--- config.mk ---
export PLATFORM = sky130hd
export DESIGN_NAME = operand_load_unit_flat
export DESIGN_NICKNAME = d
export VERILOG_FILES = /design/src/rtl/operand_load_unit_pkg.sv /design/src/rtl/operand_load_unit_if.sv /design/src/rtl/operand_load_unit_imm_gen.sv /design/src/rtl/operand_load_unit.sv /design/src/flat_wrapper.sv
export SDC_FILE = /design/constraint.sdc
export NUM_CORES = 1
export LEC_CHECK = 0
export ABC_AREA = 1
export BUFFER_PORTS_ARGS = -buffer_cell sky130_fd_sc_hd__buf_2
export CORE_UTILIZATION = 31
export DETAILED_ROUTE_END_ITERATION = 12
export PLACE_DENSITY = 0.59
export SETUP_SLACK_MARGIN = 0.3
export SLEW_MARGIN = 0
export SYNTH_ARGS = -nofsm -noshare
export SYNTH_HDL_FRONTEND = slang
export SYNTH_SLANG_ARGS = --single-unit
--- constraint.sdc ---
create_clock -name clk -period 3.45 [get_ports clk]
set_input_delay 0.345 -clock clk [delete_from_list [all_inputs] [get_ports clk]]
set_output_delay 0.345 -clock clk [all_outputs]
set_load 0.05 [all_outputs]
--- src/rtl/operand_load_unit_pkg.sv ---
// ---------------------------------------------------------------------------
// loadGroup: shared definitions for the operand load unit.
//   controlBus    - operand-combo code issued by the controller
//   srcA_e/srcB_e - operand source selects
//   decode_t      - decoded (load, srcA, srcB) triple
//   IMM*_MSB/LSB  - immediate field positions inside instrWord
//   IMM*_SHIFT    - left-shift applied after extension
//   decode()      - maps a controlBus code to its source selects
// ---------------------------------------------------------------------------
package loadGroup;

   typedef enum logic [3:0] {
      NO_OP         = 4'd0,
      NEXTPC_IMM24  = 4'd1,
      RFA_IMM19     = 4'd2,
      NEXTPC_IMM21B = 4'd3,
      NEXTPC_IMM21C = 4'd4,
      NULL_COMBO    = 4'd5,
      RFA_NULL      = 4'd6,
      RFA_IMM16A    = 4'd7,
      RFA_IMM16B    = 4'd8,
      RFA_IMM5      = 4'd9,
      RFA_RFB       = 4'd10
   } controlBus;

   typedef enum logic [1:0] {
      SRC_A_ZERO,
      SRC_A_NEXTPC,
      SRC_A_RFA
   } srcA_e;

   typedef enum logic [1:0] {
      SRC_B_ZERO,
      SRC_B_IMM,
      SRC_B_RFB
   } srcB_e;

   typedef struct packed {
      logic  load;
      srcA_e srcA;
      srcB_e srcB;
   } decode_t;

   // Contiguous immediate fields (all start at bit 0)
   localparam int unsigned IMM24_MSB      = 23;
   localparam int unsigned IMM21_MSB      = 20;
   localparam int unsigned IMM19_MSB      = 18;
   localparam int unsigned IMM16_MSB      = 15;
   localparam int unsigned IMM5_MSB       = 4;

   // Split immediates: high part at [25:21], low part from bit 0
   localparam int unsigned SPLIT_HI_MSB   = 25;
   localparam int unsigned SPLIT_HI_LSB   = 21;
   localparam int unsigned SPLIT21_LO_MSB = 15;
   localparam int unsigned SPLIT16_LO_MSB = 10;

   localparam int unsigned IMM24_SHIFT    = 2;
   localparam int unsigned IMM19_SHIFT    = 2;

   // Codes outside the enumerated set fall to the default and act as NO_OP.
   function automatic decode_t decode(input controlBus code);
      decode_t d;
      d = '{load: 1'b0, srcA: SRC_A_ZERO, srcB: SRC_B_ZERO};
      case (code)
         NEXTPC_IMM24,
         NEXTPC_IMM21B,
         NEXTPC_IMM21C: d = '{load: 1'b1, srcA: SRC_A_NEXTPC, srcB: SRC_B_IMM};
         RFA_IMM19,
         RFA_IMM16A,
         RFA_IMM16B,
         RFA_IMM5:      d = '{load: 1'b1, srcA: SRC_A_RFA,    srcB: SRC_B_IMM};
         NULL_COMBO:    d = '{load: 1'b1, srcA: SRC_A_ZERO,   srcB: SRC_B_ZERO};
         RFA_NULL:      d = '{load: 1'b1, srcA: SRC_A_RFA,    srcB: SRC_B_ZERO};
         RFA_RFB:       d = '{load: 1'b1, srcA: SRC_A_RFA,    srcB: SRC_B_RFB};
         default:       d = '{load: 1'b0, srcA: SRC_A_ZERO,   srcB: SRC_B_ZERO};
      endcase
      return d;
   endfunction

endpackage

--- src/rtl/operand_load_unit_if.sv ---
// ---------------------------------------------------------------------------
// operand_load_unit_if: controller/execute-side bundle of the load unit.
//   master (driver side): enable, loadControl, instrWord, nextPc, rfA, rfB,
//                         consume out; operandA/B, operandsValid, loadStall in
//   slave  (the unit)   : the reverse
// ---------------------------------------------------------------------------
interface operand_load_unit_if #(
   parameter int unsigned DATA_W = 32
) ();
   import loadGroup::*;

   logic              enable;
   controlBus         loadControl;
   logic [31:0]       instrWord;
   logic [DATA_W-1:0] nextPc;
   logic [DATA_W-1:0] rfA;
   logic [DATA_W-1:0] rfB;
   logic              consume;
   logic [DATA_W-1:0] operandA;
   logic [DATA_W-1:0] operandB;
   logic              operandsValid;
   logic              loadStall;

   modport master (
      output enable, loadControl, instrWord, nextPc, rfA, rfB, consume,
      input  operandA, operandB, operandsValid, loadStall
   );

   modport slave (
      input  enable, loadControl, instrWord, nextPc, rfA, rfB, consume,
      output operandA, operandB, operandsValid, loadStall
   );

endinterface

--- src/rtl/operand_load_unit_imm_gen.sv ---
// ---------------------------------------------------------------------------
// operand_imm_gen: combinational immediate extraction for operand B.
//   instrWord   in  - instruction word
//   loadControl in  - operand-combo code
//   immB        out - immediate extended to DATA_W, then shifted
// Extension happens at full width before the shift, so shifted-out bits
// are simply discarded.
// ---------------------------------------------------------------------------
module operand_imm_gen
   import loadGroup::*;
#(
   parameter int unsigned DATA_W = 32
) (
   input  logic [31:0]       instrWord,
   input  controlBus         loadControl,
   output logic [DATA_W-1:0] immB
);

   // Bits [31:26] never carry immediate data
   logic w_unused_opcode;
   assign w_unused_opcode = ^instrWord[31:SPLIT_HI_MSB+1];

   always_comb begin
      immB = '0;
      case (loadControl)
         NEXTPC_IMM24:  immB = DATA_W'($signed(instrWord[IMM24_MSB:0])) << IMM24_SHIFT;
         RFA_IMM19:     immB = DATA_W'($signed(instrWord[IMM19_MSB:0])) << IMM19_SHIFT;
         NEXTPC_IMM21B: immB = DATA_W'($signed(instrWord[IMM21_MSB:0]));
         NEXTPC_IMM21C: immB = DATA_W'($signed({instrWord[SPLIT_HI_MSB:SPLIT_HI_LSB],
                                                instrWord[SPLIT21_LO_MSB:0]}));
         RFA_IMM16A:    immB = DATA_W'($signed(instrWord[IMM16_MSB:0]));
         RFA_IMM16B:    immB = DATA_W'($signed({instrWord[SPLIT_HI_MSB:SPLIT_HI_LSB],
                                                instrWord[SPLIT16_LO_MSB:0]}));
         RFA_IMM5:      immB = DATA_W'(instrWord[IMM5_MSB:0]);
         default:       immB = '0;
      endcase
   end

endmodule

--- src/rtl/operand_load_unit.sv ---
// ---------------------------------------------------------------------------
// operand_load_unit: selects and registers the A/B operand pair for execute.
//   clk   in - single clock, rising edge
//   reset in - synchronous, active-high; overrides every other input
//   bus       - operand_load_unit_if.slave (controller inputs, operands,
//               operandsValid, combinational loadStall)
// A one-entry holding stage: EMPTY accepts any load; FULL accepts a load
// only in the cycle execute consumes the current pair (no bubble).
// ---------------------------------------------------------------------------
module operand_load_unit
   import loadGroup::*;
#(
   parameter int unsigned DATA_W = 32
) (
   input  logic                clk,
   input  logic                reset,
   operand_load_unit_if.slave  bus
);

   typedef enum logic {
      EMPTY = 1'b0,
      FULL  = 1'b1
   } state_e;

   state_e            r_state;
   state_e            w_state_nxt;
   logic [DATA_W-1:0] r_opA;
   logic [DATA_W-1:0] r_opB;

   decode_t           w_dec;
   logic [DATA_W-1:0] w_immB;
   logic [DATA_W-1:0] w_selA;
   logic [DATA_W-1:0] w_selB;
   logic              w_req;
   logic              w_stall;
   logic              w_accept;

   operand_imm_gen #(
      .DATA_W (DATA_W)
   ) u_imm_gen (
      .instrWord   (bus.instrWord),
      .loadControl (bus.loadControl),
      .immB        (w_immB)
   );

   assign w_dec    = decode(bus.loadControl);
   assign w_req    = bus.enable & w_dec.load;
   assign w_stall  = w_req & (r_state == FULL) & ~bus.consume;
   assign w_accept = w_req & ~w_stall;

   always_comb begin
      w_selA = '0;
      case (w_dec.srcA)
         SRC_A_NEXTPC: w_selA = bus.nextPc;
         SRC_A_RFA:    w_selA = bus.rfA;
         default:      w_selA = '0;
      endcase
   end

   always_comb begin
      w_selB = '0;
      case (w_dec.srcB)
         SRC_B_IMM: w_selB = w_immB;
         SRC_B_RFB: w_selB = bus.rfB;
         default:   w_selB = '0;
      endcase
   end

   always_ff @(posedge clk) begin
      if (reset) begin
         r_state <= EMPTY;
      end else begin
         r_state <= w_state_nxt;
      end
   end

   // consume acts even when enable is low; it is ignored while EMPTY
   always_comb begin
      w_state_nxt = r_state;
      case (r_state)
         EMPTY: if (w_accept) w_state_nxt = FULL;
         FULL: begin
            if (w_accept)         w_state_nxt = FULL;
            else if (bus.consume) w_state_nxt = EMPTY;
         end
         default: w_state_nxt = EMPTY;
      endcase
   end

   always_ff @(posedge clk) begin
      if (reset) begin
         r_opA <= '0;
         r_opB <= '0;
      end else if (w_accept) begin
         r_opA <= w_selA;
         r_opB <= w_selB;
      end
   end

   assign bus.operandA      = r_opA;
   assign bus.operandB      = r_opB;
   assign bus.operandsValid = (r_state == FULL);
   assign bus.loadStall     = w_stall;

endmodule

--- src/flat_wrapper.sv ---
// flat-port wrapper written by rule: the top's interface ports become plain ports
module operand_load_unit_flat import loadGroup::*;
#(
   parameter int unsigned DATA_W = 32
)
  (clk, reset, bus_enable, bus_loadControl, bus_instrWord, bus_nextPc, bus_rfA, bus_rfB, bus_consume, bus_operandA, bus_operandB, bus_operandsValid, bus_loadStall);
  operand_load_unit_if #(.DATA_W(DATA_W)) bus_i ();
  input  logic clk;
  input  logic reset;
  input wire logic [$bits(bus_i.enable)-1:0] bus_enable;
  input wire logic [$bits(bus_i.loadControl)-1:0] bus_loadControl;
  input wire logic [$bits(bus_i.instrWord)-1:0] bus_instrWord;
  input wire logic [$bits(bus_i.nextPc)-1:0] bus_nextPc;
  input wire logic [$bits(bus_i.rfA)-1:0] bus_rfA;
  input wire logic [$bits(bus_i.rfB)-1:0] bus_rfB;
  input wire logic [$bits(bus_i.consume)-1:0] bus_consume;
  output wire logic [$bits(bus_i.operandA)-1:0] bus_operandA;
  output wire logic [$bits(bus_i.operandB)-1:0] bus_operandB;
  output wire logic [$bits(bus_i.operandsValid)-1:0] bus_operandsValid;
  output wire logic [$bits(bus_i.loadStall)-1:0] bus_loadStall;
  assign bus_i.enable = bus_enable;
  assign bus_i.loadControl = bus_loadControl;
  assign bus_i.instrWord = bus_instrWord;
  assign bus_i.nextPc = bus_nextPc;
  assign bus_i.rfA = bus_rfA;
  assign bus_i.rfB = bus_rfB;
  assign bus_i.consume = bus_consume;
  assign bus_operandA = bus_i.operandA;
  assign bus_operandB = bus_i.operandB;
  assign bus_operandsValid = bus_i.operandsValid;
  assign bus_loadStall = bus_i.loadStall;
  operand_load_unit #(.DATA_W(DATA_W)) u_core (.clk(clk), .reset(reset), .bus(bus_i));
endmodule
* Word-level counts from Yosys, hierarchy flattened
Memories as Yosys holds them, arrays and structs flattened.
Cells that the tools add are included.
** Word-level totals
- Register bits after elaboration :: 65
- Memory bits (read-only) :: 80
- Bits of input ports :: 136
- Output and inout port bits :: 66
- Memories kept :: 1
** Memories
- (no name shown) :: words 16, bits a word 5, rd ports 1, clocked after Yosys merged registers in 0, write ports 0, RTL line operand_load_unit_pkg.sv:64 : case (code)
** Operators by class
- Eq/ne operators :: 11
- Multiplexer cells :: 7
- Bitwise operators :: 7
** Operators by type and width (count)
- 32-bit case mux with 7 select lines :: 1
- 32-bit case mux with 2 select lines :: 2
- 4-bit by 2-bit == test with 1-bit output (second input constant) :: 2
- 4-bit by 3-bit == test with 1-bit output (second input constant) :: 2
- 4-bit == test (second input constant) :: 2
- 1-bit bitwise AND :: 4
- 2-bit by 1-bit == test with 1-bit output (second input constant) :: 2
- 2-bit == test (second input constant) :: 2
- 4-bit by 1-bit == test with 1-bit output (second input constant) :: 1
- 1-bit two-way mux :: 3
- 1-bit inverter :: 3
- 1-bit case mux with 2 select lines :: 1

* Depth between registers and ports, before layout
An unclocked memory read counts as a cell.
- Depth in word-level cells :: 8
- Depth in mapped cells :: 14

* Modules after synthesis
From an unflattened synthesis, not the netlist that was laid out.
** Second synthesis, totals
- Cells, all modules :: 870
- Area total of the unflattened synthesis :: 4743.3 um^2
** Modules (own cells, without submodules)
- operand_load_unit :: times used 1, cells each 659, area each 3846.2 um^2, seq. area each 1301.2 um^2
- operand_imm_gen :: times used 1, cells each 211, area each 897.1 um^2, seq. area each 0.0 um^2

* Worst setup path after synthesis
OpenSTA, ideal clock, no wires.
- Kind :: input-to-reg
- From :: input bus_loadControl[0]
- To :: register u_core.r_opA[10] (netlist: u_core.bus.operandA[10])
- Library setup time :: 70 ps
- Arrival time :: 2194 ps
- Required time :: 3380 ps
- Path slack :: 1186 ps
- Stages on the path :: 11
- Cell sequence :: inv_1 > ha_1 > clkbuf_1 > inv_1 > a221oi_1 > ha_1 > clkbuf_1 > nand2_1 > a21oi_1 > nand2_1 > a21oi_1
** On the way
- Cells in the longest elaborated chain, start to end :: 6
- Elaborated cells between the ends (all ways) :: 9
- Those cells by class :: 2 x eq/ne; 1 x mux; 5 x bitwise; 1 x memory
** RTL lines
- from (decl) :: RTL line flat_wrapper.sv:11 : input wire logic [$bits(bus_i.loadControl)-1:0] bus_loadControl;
- memory read 16 x 5 bit *
- 1-bit bitwise AND :: RTL line operand_load_unit.sv:47 : assign w_req = bus.enable & w_dec.load;
- 1-bit bitwise AND (2 in series) :: RTL line operand_load_unit.sv:48 : assign w_stall = w_req & (r_state == FULL) & ~bus.consume;
- 1-bit inverter :: RTL line operand_load_unit.sv:49 : assign w_accept = w_req & ~w_stall;
- 1-bit bitwise AND :: RTL line operand_load_unit.sv:49
- to (signal assigned) :: RTL line operand_load_unit.sv:95 : r_opA <= w_selA;
- to (decl) :: RTL line operand_load_unit.sv:27 : logic [DATA_W-1:0] r_opA;
Every way passes the cells marked *; elsewhere a longest branch is shown, timed or not.
A chain may end at the register's enable or synchronous reset.

* Worst setup path in the final report
- From :: input bus_loadControl[2]
- To :: register u_core.r_opB[29] (netlist: u_core.bus.operandB[29])
** On the way
- Cells in the longest elaborated chain, start to end :: 6
- Elaborated cells between the ends (all ways) :: 17
- Those cells by class :: 9 x eq/ne; 2 x mux; 5 x bitwise; 1 x memory
** RTL lines
- memory read 16 x 5 bit
- 1-bit bitwise AND :: RTL line operand_load_unit.sv:47
- 1-bit bitwise AND (2 in series) :: RTL line operand_load_unit.sv:48
- 1-bit inverter :: RTL line operand_load_unit.sv:49
- 1-bit bitwise AND :: RTL line operand_load_unit.sv:49
- to (signal assigned) :: RTL line operand_load_unit.sv:96 : r_opB <= w_selB;
- to (decl) :: RTL line operand_load_unit.sv:28 : logic [DATA_W-1:0] r_opB;
Parallel ways exist; a longest one is shown, timed or not.

==> impl_metrics.py <==
metrics = {
    "clocking": {
        "clock_latency_ps": 330,
        "postCtsHoldBufs": 0,
        "htreeDepth": 3,
        "cts_tree": "built",
        "clk_path_buf_depth": 2,
        "cts_setup_buffers": 0,
        "cts_root_buf": "clkbuf_16",
        "clkTransAtPathRegs_ps": 60,
        "numCtsBuffers": 9,
        "cts-resized-gates": 0,
        "cts_sinks": 65,
    },
    "critical_path": {
        "end_kind": "flip-flop",
        "cp.required_ps": 3710,
        "cp_max_fo": 29,
        "worstSetupPathType": "in2reg",
        "crit_arrival_ps": 2630,
        "start_kind": "input pin",
        "reg2reg_depth": 5,
        "r2r_end": "u_core.bus.operandA[0]$_SDFFE_PP0P_",
        "timing.reg2reg.setup_slack_ps": 1710,
        "timing.rr.start": "u_core.bus.operandsValid$_SDFF_PP0_",
    },
    "run": {
        "cap_violations": 0,
    },
    "sta": {
        "hold_viol": 0,
        "tns_ps": 0,
        "setup_viol": 0,
        "skew_ps": 5.00,
        "grt_setup_unrepaired": "false",
        "final_max_slew_viol_count": 0,
        "fin_crit_ps": 2370,
        "period_share": 0.687,
        "tightest_slew_ps": 915,
        "relSlewSlack": 0.390,
        "max_freq_ghz": 0.422,
    },
    "final_layout": {
        "num_antenna_cells": 0,
        "mostFrequentLayoutCells": "340 x nand2_1, 195 x buf_2, 97 x a21oi_1, 71 x nor2_1, 65 x dfxtp_1",
        "stdcell_count": 1099,
        "nets": 1059,
        "syn_to_final_growth_pct": 29.8,
        "drive_above_1_share": 0.255,
        "layout_commonest_cell": "nand2_1",
        "fill_cells": 1621,
    },
    "die": {
        "num_rows": 43,
        "die_h_um": 121,
        "start_util": 0.317,
        "die_area_um2": 14600,
        "ios": 202,
        "core_um2": 13800,
        "die_w_um": 121,
    },
    "drt": {
        "dr.pass1.iters": 6,
        "route.vias.total": 5083,
        "wire_per_inst_um": 13.2,
        "drc": 0,
        "drt_iter0_drc": 273,
        "vias_per_cell": 4.63,
        "drtAntennaViolNets": 0,
        "wl_um": 14500,
    },
    "global_routing": {
        "grtUsageTotal": 0.200,
        "gr-total-overflow": 0,
        "grt_pass1_wl_um": 23100,
        "first_global_vias": 4536,
        "grt_max_degree": 53,
        "antenna_found_initial": 0,
    },
    "yosys": {
        "synth_nets": 895,
        "ys_seq_elements": 65,
        "avgSynthCellArea_um2": 5.84,
        "ys.warnings.count": 0,
        "seq_area_frac_synth": 0.297,
        "synth_cells": 750,
        "yosys.area.top_type": "dfxtp_1",
        "synth_top_area_share": 0.297,
        "synth_area_leaders": "dfxtp_1 30%, nand2_1 29%, a21oi_1 11%",
        "synth_cell_types": 24,
        "syn_area_um2": 4380,
    },
    "power": {
        "pwr-share-seq": 0.341,
        "p_leak_nw": 2.92,
        "ir_worst_vdd_v": 0.000370,
        "swShare": 0.290,
        "power_frac_clock": 0.462,
        "p_comb_frac": 0.197,
        "switchingPower_w": 0.000658,
        "intPower_w": 0.00161,
        "power_density_nw_per_um2": 399,
    },
    "hold_path": {
        "hold_depth": 3,
        "worstHoldEndpoint": "u_core.bus.operandsValid$_SDFF_PP0_",
        "hp-start": "bus_enable",
        "hp-class": "in2reg",
    },
    "placement": {
        "place_congestion": 0.826,
        "dpl.cell_count": 1083,
        "place.port_buffers": 195,
        "hpwl_um": 10300,
    },
    "outcome": {
        "status": "complete, no violations",
    },
}
[per-stage QoR]
step / total power [W] / setup WS (ps) / util / cell area [um^2] / hold WS [ps]
detailed placement: 0.00124 / 715 / 0.387 / 5350 / 453
floorplan: 0.00109 / 1190 / - / 4380 / 511
CTS: 0.00229 / 1060 / 0.412 / 5690 / 317
global placement: 0.00124 / 758 / 0.387 / 5350 / 449
finish: 0.00227 / 1080 / 0.412 / 5690 / 328
global route: 0.00237 / 809 / 0.412 / 5690 / 345
[worst max path at each step]
stage	from	slack [ps]	end	depth (start not counted)
2_1_floorplan	bus_loadControl[0]	1190	u_core.bus.operandA[10]$_SDFFE_PP0P_	11
4_1_cts	bus_loadControl[2]	1060	u_core.bus.operandB[29]$_SDFFE_PP0P_	10
3_5_place_dp	bus_loadControl[2]	710	u_core.bus.operandB[29]$_SDFFE_PP0P_	10
5_1_grt	bus_loadControl[2]	810	u_core.bus.operandB[1]$_SDFFE_PP0P_	10
6_report	bus_loadControl[2]	1080	u_core.bus.operandB[29]$_SDFFE_PP0P_	10
3_3_place_gp	bus_loadControl[2]	760	u_core.bus.operandB[25]$_SDFFE_PP0P_	10
[sequential cells by signal, indices dropped and copies added, names as in the netlist]
name and cells:
u_core.bus.operandA 32, u_core.bus.operandsValid 1, u_core.bus.operandB 32
[layer usage]
| layer | routed length (um) | vias to the layer above | track usage |
|---|---|---|---|
| li1 | - | 2703 | - |
| met1 | 6760 | 2201 | 0.261 |
| met2 | 6460 | 162 | 0.320 |
| met3 | 1050 | 17 | 0.0512 |
| met4 | 228 | 0 | 0.0625 |
| met5 | 0 | - | 0 |
[synth_stat cells (all sizes together)]
| cell | instances |
|---|---|
| a21oi | 98 |
| buf | 29 |
| dfxtp | 65 |
| nand3 | 29 |
| o21ai | 4 |
| nand2 | 342 |
| ha | 9 |
| nor2 | 76 |
| nand4 | 30 |
| a221oi | 1 |
| or2 | 1 |
| clkbuf | 25 |
| inv | 38 |
| o211ai | 3 |
[cell type report]
cell class / count / area (um^2) / area share
clock buffers: 11 / 233 / 0.0409
flip-flops and latches: 65 / 1300 / 0.229
well taps: 180 / 225 / 0.0396
inverters: 38 / 143 / 0.0251
multi-input cells: 593 / 2620 / 0.460
clock inverters: 5 / 104 / 0.0182
repair buffers: 207 / 1070 / 0.187
[logic make-up (layout without fill, tap and decap cells)]
| family | Yosys count | count (layout) | synth area share |
|---|---|---|---|
| buffers and inverters | 92 | 261 | 0.106 |
| AND/OR/NAND/NOR | 478 | 478 | 0.446 |
| AO/OA/AOI/OAI | 106 | 106 | 0.126 |
| flip-flops | 65 | 65 | 0.297 |
| adder cells (fa/ha/maj) | 9 | 9 | 0.0257 |
[worst max-delay path, cell delays in order]
cell and delay, ps:
buf_2 480, inv_2 220, nand2_1 120, nor2_1 60, inv_1 50, ha_1 750, nand2_2 280, nand2_1 120
nand2_1 50, a21oi_1 130
[power groups by stage]
stage                     registers (W)  logic (W)  clock network [W]
final                          0.000774   0.000448            0.00105
after global routing           0.000775   0.000499            0.00110
after CTS                      0.000774   0.000452            0.00107
after detailed placement       0.000790   0.000450                  0
after global placement         0.000789   0.000448                  0
after floorplan                0.000845   0.000250                  0
Note: power is estimated with default switching activity, not from simulation.
